===== config.mk =====
export PLATFORM = sky130hd
export DESIGN_NAME = rom_dump_sequencer
export DESIGN_NICKNAME = d
export VERILOG_FILES = /design/src/rtl/rom_reader_pkg.sv /design/src/rtl/settle_timer.sv /design/src/rtl/rom_dump_sequencer.sv
export SDC_FILE = /design/constraint.sdc
export NUM_CORES = 1
export LEC_CHECK = 0
export CORE_MARGIN = 3
export CORE_UTILIZATION = 55
export CTS_BUF_LIST = sky130_fd_sc_hd__clkbuf_4
export DETAILED_ROUTE_END_ITERATION = 8
export PLACE_DENSITY = 0.84
export SYNTH_ARGS = -nofsm -noshare
export SYNTH_HDL_FRONTEND = slang
export SYNTH_SLANG_ARGS = --single-unit
export TNS_END_PERCENT = 100

===== constraint.sdc =====
create_clock -name clk -period 4.55 [get_ports clk]
set_input_delay 0.6825 -clock clk [delete_from_list [all_inputs] [get_ports clk]]
set_output_delay 0.6825 -clock clk [all_outputs]
set_load 0.05 [all_outputs]

===== src/rtl/rom_reader_pkg.sv =====
// Shared types and default widths for the ROM dump sequencer and its testbench.
package rom_reader_pkg;

  localparam int unsigned DefaultDataWidth    = 4;
  localparam int unsigned DefaultAddressWidth = 8;

  typedef enum logic [2:0] {
    StIdle,
    StClear,
    StSettle,
    StCapture,
    StEmit,
    StStep,
    StDone,
    StError
  } seq_state_e;

endpackage


===== src/rtl/settle_timer.sv =====
// Loadable down-counter; expired flags the last cycle of the settle window.
module settle_timer #(
  parameter int unsigned WIDTH = 8
) (
  input  logic             clk,
  input  logic             reset_n,
  input  logic             load,
  input  logic [WIDTH-1:0] load_value,
  input  logic             enable,
  output logic             expired
);

  localparam logic [WIDTH-1:0] One = 1;

  logic [WIDTH-1:0] count_q, count_d;

  always_comb begin
    count_d = count_q;
    if (load) begin
      count_d = load_value;
    end else if (enable && (count_q != '0)) begin
      count_d = count_q - One;
    end
  end

  always_ff @(posedge clk or negedge reset_n) begin
    if (!reset_n) begin
      count_q <= '0;
    end else begin
      count_q <= count_d;
    end
  end

  // Count of 1 marks the final settle clock, so a load of N gives exactly N clocks.
  assign expired = (count_q <= One);

endmodule


===== src/rtl/rom_dump_sequencer.sv =====
// Walks a ROM reader through every address, checks the reported address and
// hands each captured address/data pair to a ready/valid consumer.
module rom_dump_sequencer
  import rom_reader_pkg::*;
#(
  parameter int unsigned DATA_WIDTH    = DefaultDataWidth,
  parameter int unsigned ADDRESS_WIDTH = DefaultAddressWidth,
  parameter int unsigned SETTLE_CYCLES = 4
) (
  input  logic                     clk,
  input  logic                     reset_n,
  input  logic                     start,
  input  logic [ADDRESS_WIDTH-1:0] address_line,
  input  logic [DATA_WIDTH-1:0]    data_line,
  output logic                     address_clear,
  output logic                     increment_address,
  output logic                     sample_valid,
  input  logic                     sample_ready,
  output logic [ADDRESS_WIDTH-1:0] sample_address,
  output logic [DATA_WIDTH-1:0]    sample_data,
  output logic                     busy,
  output logic                     done,
  output logic                     error
);

  localparam logic [7:0] SettleLoad = 8'(SETTLE_CYCLES);

  seq_state_e state_q, state_d;
  logic [ADDRESS_WIDTH-1:0] expected_q, expected_d;
  logic timer_load, timer_enable, timer_expired, capture;

  logic                     address_clear_q, increment_q, sample_valid_q;
  logic                     busy_q, done_q, error_q;
  logic [ADDRESS_WIDTH-1:0] sample_address_q;
  logic [DATA_WIDTH-1:0]    sample_data_q;

  settle_timer #(
    .WIDTH (8)
  ) u_settle_timer (
    .clk        (clk),
    .reset_n    (reset_n),
    .load       (timer_load),
    .load_value (SettleLoad),
    .enable     (timer_enable),
    .expired    (timer_expired)
  );

  always_comb begin
    state_d      = state_q;
    expected_d   = expected_q;
    timer_load   = 1'b0;
    timer_enable = 1'b0;
    capture      = 1'b0;
    case (state_q)
      StIdle, StDone, StError: begin
        if (start) begin
          state_d    = StClear;
          expected_d = '0;
        end
      end
      StClear: begin
        timer_load = 1'b1;
        state_d    = StSettle;
      end
      StSettle: begin
        timer_enable = 1'b1;
        if (timer_expired) state_d = StCapture;
      end
      StCapture: begin
        capture = 1'b1;
        state_d = (address_line == expected_q) ? StEmit : StError;
      end
      StEmit: begin
        // sample_valid is high throughout EMIT, so ready alone completes the handshake.
        if (sample_ready) state_d = (expected_q == '1) ? StDone : StStep;
      end
      StStep: begin
        expected_d = expected_q + 1'b1;
        timer_load = 1'b1;
        state_d    = StSettle;
      end
      default: state_d = StIdle;
    endcase
  end

  always_ff @(posedge clk or negedge reset_n) begin
    if (!reset_n) begin
      state_q          <= StIdle;
      expected_q       <= '0;
      address_clear_q  <= 1'b0;
      increment_q      <= 1'b0;
      sample_valid_q   <= 1'b0;
      busy_q           <= 1'b0;
      done_q           <= 1'b0;
      error_q          <= 1'b0;
      sample_address_q <= '0;
      sample_data_q    <= '0;
    end else begin
      state_q         <= state_d;
      expected_q      <= expected_d;
      // Flags are decoded from the next state so they line up with the state register.
      address_clear_q <= (state_d == StClear);
      increment_q     <= (state_d == StStep);
      sample_valid_q  <= (state_d == StEmit);
      busy_q          <= (state_d inside {StClear, StSettle, StCapture, StEmit, StStep});
      done_q          <= (state_d == StDone);
      error_q         <= (state_d == StError);
      if (capture) begin
        sample_address_q <= address_line;
        sample_data_q    <= data_line;
      end
    end
  end

  assign address_clear     = address_clear_q;
  assign increment_address = increment_q;
  assign sample_valid      = sample_valid_q;
  assign sample_address    = sample_address_q;
  assign sample_data       = sample_data_q;
  assign busy              = busy_q;
  assign done              = done_q;
  assign error             = error_q;

endmodule


==> metrics.cfg <==
[sta]
period_share_pct = 51.1
fin_skew_ns = 0.00541
worst_slew_pin_slew_ns = 0.833
setup_ws_ns = 2.22
rsz0062_at_grt = no
fmax_mhz = 430
finalSetupViolCount = 0
holdWs_ns = 0.514
slew_headroom_pct = 44.4
period_needed_ns = 2.33
finalHoldViolCount = 0
final_max_slew_viol_count = 0
fin_tns_setup_ns = 0

[grt]
antenna_found_initial = 0
grt_usage_pct = 22.1
grt_pass1_wl_um = 6730
overflow = 0
grt_max_degree = 38
grt_pass1_vias = 1440

[logic_synthesis]
synth_top_family_by_area = simple AND/OR/NAND/NOR gates
synth.area.mux_share_pct = 7.49
synth-edff-count = 0
synthXorXnorAreaFrac_pct = 6.32
synth.yosys.seq_area_share_pct = 51.4
synthFlopType = dfrtp_1
synthAdderAreaFrac_pct = 2.08
yosysTopAreaCellShare_pct = 51.4
ys_async_sr_fraction_pct = 100
syn_nets = 189
synthDominantAreaCellType = dfrtp_1
yosys-top-cells-area = dfrtp_1 (51%), mux2_2 (7.5%), xor2_1 (4.9%), o21ai_0 (4.2%), nor2_1 (4.0%)
synth.cell_area_um2 = 1800
synthSimpleGateAreaFrac_pct = 17.5
syn_inst = 170
yosysWarnings = 0
ys_ff_latch = 37
synth-compound-area-share_pct = 11.9
ys_types = 39
avgSynthCellArea_um2 = 10.6

[pwr]
p_int_uw = 856
power.leakage_nw = 0.971
pwr-share-seq_pct = 34.7
pwr-share-clk_pct = 11.2
p_comb_share_pct = 54.0
powerDensity_nw_per_um2 = 725
p_total_mw = 1.61
swShare_pct = 46.7
ir_worst_vdd_uv = 564
p_sw_uw = 750

[layout]
fillers = 231
nets = 223
drive_gt1_share_pct = 12.2
n_antenna_cell = 0
area_delta_synth_final_pct = 23.0

[worst_hold_path]
hold_end = sample_data[3]$_DFFE_PN0P_
min_from = sample_data[3]$_DFFE_PN0P_
hold_depth = 1
hold_path.class = reg2reg

[drt]
drt_iter0_drc = 111
wire_per_inst_um = 15.9
ant_nets = 0
vias = 1405
drt_wl_total_um = 3970
vias_per_cell = 5.64
route.detailed.drc = 0
drt-pass1-iter-count = 4

[critical_path]
critPathRequiredTime_ns = 4.78
worstRegToRegCells = 5
r2r_slack_ns = 2.22
startpoint_type = flop
critPathKind = reg2reg
worstReg2RegEnd = expected_q[5]$_DFFE_PN0P_
end_kind = flop
arrival_ns = 2.55
critPathMaxFanout = 13
r2r-start = state_q[0]$_DFF_PN0_

[clock_network]
clk_latency_ns = 0.35
numCtsBuffers = 5
postCtsSetupBuffers = 0
cts_tree = yes
cts_resized = 0
htreeDepth = 2
cts_root_buffer = clkbuf_4
cts.clk_slew.worst_paths_ns = 0.10
cts_sinks = 37
cts.path.max_buffers = 2
cts_hold_buf = 0

[floorplan]
die_x_um = 63.3
die-area_um2 = 4000
chipHeight_um = 63.3
core.rowCount = 20
core_um2 = 3080
ios = 34
start_util_pct = 58.6

[job]
max_cap_viol_count = 0

[place]
place_ws_ns = 2.09
dp_hpwl_um = 3030
globalplace.congestion = 0.765
port_buffers = 33

[outcome]
status = finished, final reports clean

Yosys cell counts (2+ instances only):
master,count
dfrtp_1,37
nor2_1,19
o21ai_0,15
mux2_2,12
nand2_1,11
xor2_1,10
inv_1,6
nand3_1,4
nand4_1,4
a211oi_1,3
a31oi_1,3
and2_1,3
and3_1,3
clkbuf_1,3
ha_1,3
nor4_1,3
xnor2_1,3
a21oi_1,2
nand4b_1,2
nor2b_1,2
nor3_1,2
nor3b_1,2
o2111ai_1,2
layout make-up:
cell class	count	area, µm²	area share, %
flip-flops and latches	37	926	41.8
multi-input cells	120	816	36.8
repair buffers	34	338	15.2
clock buffers	8	60.1	2.71
well taps	44	55.1	2.48
inverters	6	22.5	1.02
how the worst max path moves through the flow:
stage	start	to	cells past startpoint
2_1_floorplan	address_line[6]	error$_DFF_PN0_	5
3_3_place_gp	address_line[6]	error$_DFF_PN0_	6
3_5_place_dp	address_line[6]	error$_DFF_PN0_	6
4_1_cts	state_q[0]$_DFF_PN0_	expected_q[5]$_DFFE_PN0P_	5
5_1_grt	state_q[0]$_DFF_PN0_	expected_q[3]$_DFFE_PN0P_	5
6_report	state_q[0]$_DFF_PN0_	expected_q[5]$_DFFE_PN0P_	5
sequential cells by signal, indices dropped and copies added (netlist names), 3 cells and up:
signal                  count
sample_address              8
sample_data                 4
expected_q                  8
u_settle_timer.count_q      8
state_q                     3
layer usage:
metal  part of all wire [%]  global-route usage (%)
met1                     40                    25.3
met2                     53                    37.8
met3                    4.7                    7.13
met4                    2.4                    9.70
met5                      0                       0
worst max-delay path, stage by stage, from the launching register on:
cell and delay (ns):
dfrtp_1 0.49, nor2b_1 0.71, nand2_1 0.36, and2_1 0.32, o21ai_0 0.20, o21ai_0 0.12
power groups by stage:
stage	combinational (mW)	sequential, mW	clock (mW)
final	0.868	0.558	0.181
after CTS	0.873	0.556	0.185
after global routing	0.927	0.575	0.201
after detailed placement	0.868	0.563	0
after global placement	0.831	0.552	0
after floorplan	0.401	0.776	0
placed cells by master, fill, tap and decap left out, types with 3 or more instances in the layout:
master | Yosys | layout
and2_1 | 3 | 3
nand4_1 | 4 | 4
a31oi_1 | 3 | 3
nand2_1 | 11 | 11
clkdlybuf4s50_1 | 0 | 33
a211oi_1 | 3 | 3
o21ai_0 | 15 | 15
nor4_1 | 3 | 3
xnor2_1 | 3 | 3
ha_1 | 3 | 3
xor2_1 | 10 | 10
and3_1 | 3 | 3
dfrtp_1 | 37 | 37
inv_1 | 6 | 6
nand3_1 | 4 | 4
clkbuf_4 | 0 | 8
mux2_2 | 12 | 12
nor2_1 | 19 | 19
cell families after synthesis:
logic type,Yosys count
mux,12
compound gates,31
xor+xnor,13
simple gates,61
fa+ha+maj,3
buf+inv,13
flops,37
stage by stage:
step                      std cells  instance area, µm²  util, %
after floorplan                 170                1800        -
after global placement          241                2160     70.1
after detailed placement        241                2160     70.1
after CTS                       249                2220     72.0
after global routing            249                2220     72.0
final                           249                2220     72.0
Power figures use the tool's default switching activity.
